===== config.mk =====
export PLATFORM = sky130hd
export DESIGN_NAME = rx_decimator
export DESIGN_NICKNAME = d
export VERILOG_FILES = /design/src/rtl/rx_ber_checker_pkg.sv /design/src/rtl/rx_ber_checker_decimator.sv
export SDC_FILE = /design/constraint.sdc
export NUM_CORES = 1
export LEC_CHECK = 0
export ABC_AREA = 1
export ABC_CLOCK_PERIOD_IN_PS = 1600
export CAP_MARGIN = 15
export CORE_AREA = 2 2 39 41
export CTS_CLUSTER_DIAMETER = 30
export DETAILED_ROUTE_END_ITERATION = 8
export DIE_AREA = 0 0 41 43
export SLEW_MARGIN = 20
export SYNTH_ARGS = -nofsm -noshare
export SYNTH_HDL_FRONTEND = slang
export SYNTH_SLANG_ARGS = --single-unit

===== constraint.sdc =====
create_clock -name clk -period 1.6 [get_ports clk]
set_clock_uncertainty 0.05 [all_clocks]
set_input_delay 0.16 -clock clk [delete_from_list [all_inputs] [get_ports clk]]
set_output_delay 0.16 -clock clk [all_outputs]
set_load 0.005 [all_outputs]

===== src/rtl/rx_ber_checker_pkg.sv =====
// Shared definitions for the BPSK receive-side BER checker; USAMPLE and NBIT_IN
// are also used by the TX polyphase filter.
package rx_ber_checker_pkg;
    localparam int NBIT_IN = 12;
    localparam int USAMPLE = 4;
    localparam int PHASE_W = $clog2(USAMPLE);

    localparam logic [1:0] ST_IDLE   = 2'd0;
    localparam logic [1:0] ST_SEARCH = 2'd1;
    localparam logic [1:0] ST_LOCKED = 2'd2;

    typedef logic signed [NBIT_IN-1:0] sample_t;
endpackage


===== src/rtl/rx_ber_checker_decimator.sv =====
// Symbol-rate decimator: phase counter restarted on enable rising, sign slicer,
// registered rx_bit/rx_valid one clock after the strobe.
module rx_decimator
    import rx_ber_checker_pkg::*;
(
    input  logic               clk,
    input  logic               rst,
    input  logic               enable,
    input  logic [PHASE_W-1:0] phase_sel,
    input  sample_t            sample_in,
    output logic               strobe,
    output logic               sym,
    output logic               rx_bit,
    output logic               rx_valid
);
    logic               enable_q;
    logic [PHASE_W-1:0] phase;

    assign strobe = enable & (phase == phase_sel);
    // TX maps symbol 1 to a negative level; zero slices as 0
    assign sym    = (sample_in < 0);

    always_ff @(posedge clk or negedge rst) begin
        if (!rst) begin
            enable_q <= 1'b0;
            phase    <= '0;
            rx_bit   <= 1'b0;
            rx_valid <= 1'b0;
        end else begin
            enable_q <= enable;
            if (enable && !enable_q)
                phase <= '0;
            else if (enable_q)
                phase <= phase + 1'b1;
            rx_valid <= strobe;
            if (strobe)
                rx_bit <= sym;
        end
    end
endmodule


## Word-level counts from Yosys, hierarchy flattened

Index checks and enable logic that the tools add are counted.

| storage, ports and cells | value |
|---|---|
| input port bits | 17 |
| register bits | 5 |
| output and inout bits | 4 |
| word-level logic and storage cells | 13 |

| cells by class | value |
|---|---|
| muxes and demuxes | 2 |
| order comparisons | 1 |
| bitwise gates (word level) | 1 |
| equal/unequal tests | 1 |
| reductions and logical operators | 3 |
| add/subtract/negate cells | 1 |

Operators by type and width:

| kind | number |
|---|---|
| less-than comparator 12 x 1 -> 1 bit, second input constant | 1 |
| 2-to-1 mux 2 bit | 2 |
| adder 2 x 1 -> 2 bit, second input constant | 1 |
| equality test 2 bit | 1 |
| nonzero test 2 bit | 1 |
| bitwise AND 1 bit | 1 |
| logical AND 1 bit | 1 |
| zero test 1 bit | 1 |

## Logic depth before layout (Yosys ltp)

| depth | value |
|---|---|
| word-level depth | 3 |
| mapped depth | 6 |
| depth with buffers taken out | 6 |

## Worst setup path after synthesis

Ideal clock, no wire load.

| timing path | value |
|---|---|
| path kind | reg-to-output |
| start point | reg phase[0] |
| end point | out strobe |
| path buffers | 0 |
| arrival | 735 ps |
| data required time | 1390 ps |
| cell stages (with the launch flop) | 4 |
| path slack | 655 ps |
| cell sequence | dfrtp_1 > a21oi_1 > nand3_2 > inv_1 |

| between the ends | value |
|---|---|
| cells in the longest elaborated chain, start to end | 2 |

Ends and longest elaborated chain:

| item | RTL line | text |
|---|---|---|
| from (decl) | rx_ber_checker_decimator.sv:17 | `logic [PHASE_W-1:0] phase;` |
| from (signal assigned) | rx_ber_checker_decimator.sv:34 | `phase <= phase + 1'b1;` |
| equality test 2 bit | rx_ber_checker_decimator.sv:19 | `assign strobe = enable & (phase == phase_sel);` |
| bitwise AND 1 bit | rx_ber_checker_decimator.sv:19 |  |
| to (decl) | rx_ber_checker_decimator.sv:11 | `output logic strobe,` |

Every way passes these cells.

## Worst setup path after layout

Ends and elaborated chain as after synthesis.

==> results.txt <==
Initial antenna violation count = 0
Largest net degree at the start of global routing = 7
Met2 usage = 0.0656
CP startpoint = phase[0]
Root Buffer Master = clkbuf_4
Post-cts resize count = 3
NumNets Final = 62
Tot Pwr = 407 µW
Met1 usage = 0.0825
Seq/Total Area, Yosys = 0.526
Vias = 210
Cells after Synth = 30
Setup crit end = strobe
Drt first-iter violations = 5
Htree depth = 1
Outcome = finished, final reports clean
WP data required = 1.39 ns
First drt pass iteration count = 4
Fin util = 0.278
Reg-to-reg endpoint = rx_bit
Initial Util = 0.172
Syn_area_per_cell = 7.92 µm²
Power per standard cell area = 1060 nW/µm²
Reg2reg setup slack = 0.65 ns
Fillers = 161
Slew @ Worst Pin = 0.206 ns
Antenna cells = 0
Io pins = 21
Critical Path End Type = output pin
Arr. time, crit path = 1.24 ns
Fmax = 691 MHz
Hold Slack = 0.0898 ns
Post-CTS Setup Repair Bufs = 0
Worst setup SP type = flop
Final setup viols = 0
Core Area = 1380 µm²
Via/cell ratio = 3.50
Cell Area, Synth = 238 µm²
Fin area = 385 µm²
CTS sink cnt = 5
FF-to-FF path depth = 6
Crit Path Max Fanout = 6
# DRC = 0
Slew Limit Fails = 0
FF-to-FF Start = phase[1]
Vias in the first global route = 175
Wirelength, routed = 426 µm
Met3 global-route usage = 0.0209
Minimum clock period = 1.45 ns
DRT antenna net count = 0
CTS tree = done
Die H = 43 µm
Unrepaired setup endpoints after global routing = no
Maximum buffer depth of the clock tree = 2
Hold WC Path Type = input port to async pin
Crit share post-route = 0.904
Hold-fix buffers at CTS = 0
Worst vdd ir = 0.391 mV
Commonest cells after routing, fill and taps aside = nand2_1 (8), clkdlybuf4s50_1 (8), inv_1 (5)
Share of layout cells above drive strength 1 = 0.227
Total GRT Usage = 0.0628
Synth unique cells = 11
Worst-path clk slew = 0.04 ns
Rows = 14
Die area = 1760 µm²
DR WL/cell = 7.10 µm
Post-DP Area = 355 µm²
Leak pwr = 0.000196 µW
Yosys warning count = 0
Clk_lat worst skew = 0.23 ns
Syn-to-layout area delta = 62.1%
Grt ovf = 0
Setup CP Type = flop to output pin
Post-synthesis net count = 47
Die span in x = 41 µm
Flops & latches, synth = 5
Relative slew margins = 0.862
HPWL after detailed placement = 369 µm
Max Cap Viol = 0
Setup TNS = 0 ns
TritonCTS Buffers = 3
Final Hold Violating Endpoints = 0
First-pass GRT wire length = 683 µm
I/O Buffers = 9
GRT busiest layer = met1
Final GP Congestion = 0.710
[synth_stat cells, drive strengths merged]
cell type	instances	area, µm²
dfrtp	5	125
nor2	4	17.5
buf	1	7.51
inv	6	22.5
nand2	8	30.0
a21oi	1	5.00
o21ai	2	10.0
nand3	3	20.0
[power by group]
part / internal (µW) / switching, µW
sequential: 150 / 14.6
clock: 93.9 / 45.6
combinational: 60.6 / 42.1
total: 305 / 102
[per-stage QoR]
stage / instances / setup WS, ns
2_1_floorplan: 30 / 0.655
3_5_place_dp: 56 / -0.118
6_report: 60 / 0.153
5_1_grt: 60 / 0.0345
3_3_place_gp: 56 / -0.124
4_1_cts: 60 / 0.128
[worst max-delay path: stages, from the launching register on]
cell and delay [ns]:
dfrtp_2 0.44, nor2_2 0.15, inv_2 0.04, nand3_2 0.07, inv_1 0.05, dlygate4sd2_1 0.26
[worst min path at each step]
stage | cells past startpoint | slack (ns) | end
final | 1 | 0.09 | rx_bit
after global routing | 1 | 0.08 | rx_bit
after CTS | 1 | 0.09 | rx_bit
after detailed placement | 1 | 0.35 | rx_bit
after global placement | 1 | 0.35 | rx_valid
after floorplan | 0 | -0.19 | enable_q
[sequential cells by signal, indices dropped and copies added, names as in the netlist]
signal and count:
phase 2, rx_valid 1, rx_bit 1, enable_q 1
[layout make-up]
class                      count  area [µm²]  area share
timing repair buffer          11         104       0.269
inverter                       6        22.5      0.0584
multi-input combinational     18        86.3       0.224
tap                           16        20.0      0.0519
clock buffer                   4        26.3      0.0682
sequential                     5         126       0.328
[cell families after synthesis]
kind of cell	count (synthesis)	synth area share
AND/OR/NAND/NOR	15	0.284
buffers and inverters	7	0.126
flip-flops	5	0.526
AO/OA/AOI/OAI	3	0.0631
[routing by layer]
| metal | wire length (µm) | share of wire |
|---|---|---|
| met2 | 205 | 0.48 |
| met4 | 0 | 0 |
| met3 | 33 | 0.077 |
| met1 | 187 | 0.44 |
| met5 | 0 | 0 |
Note: power is estimated with default switching activity, not from simulation.
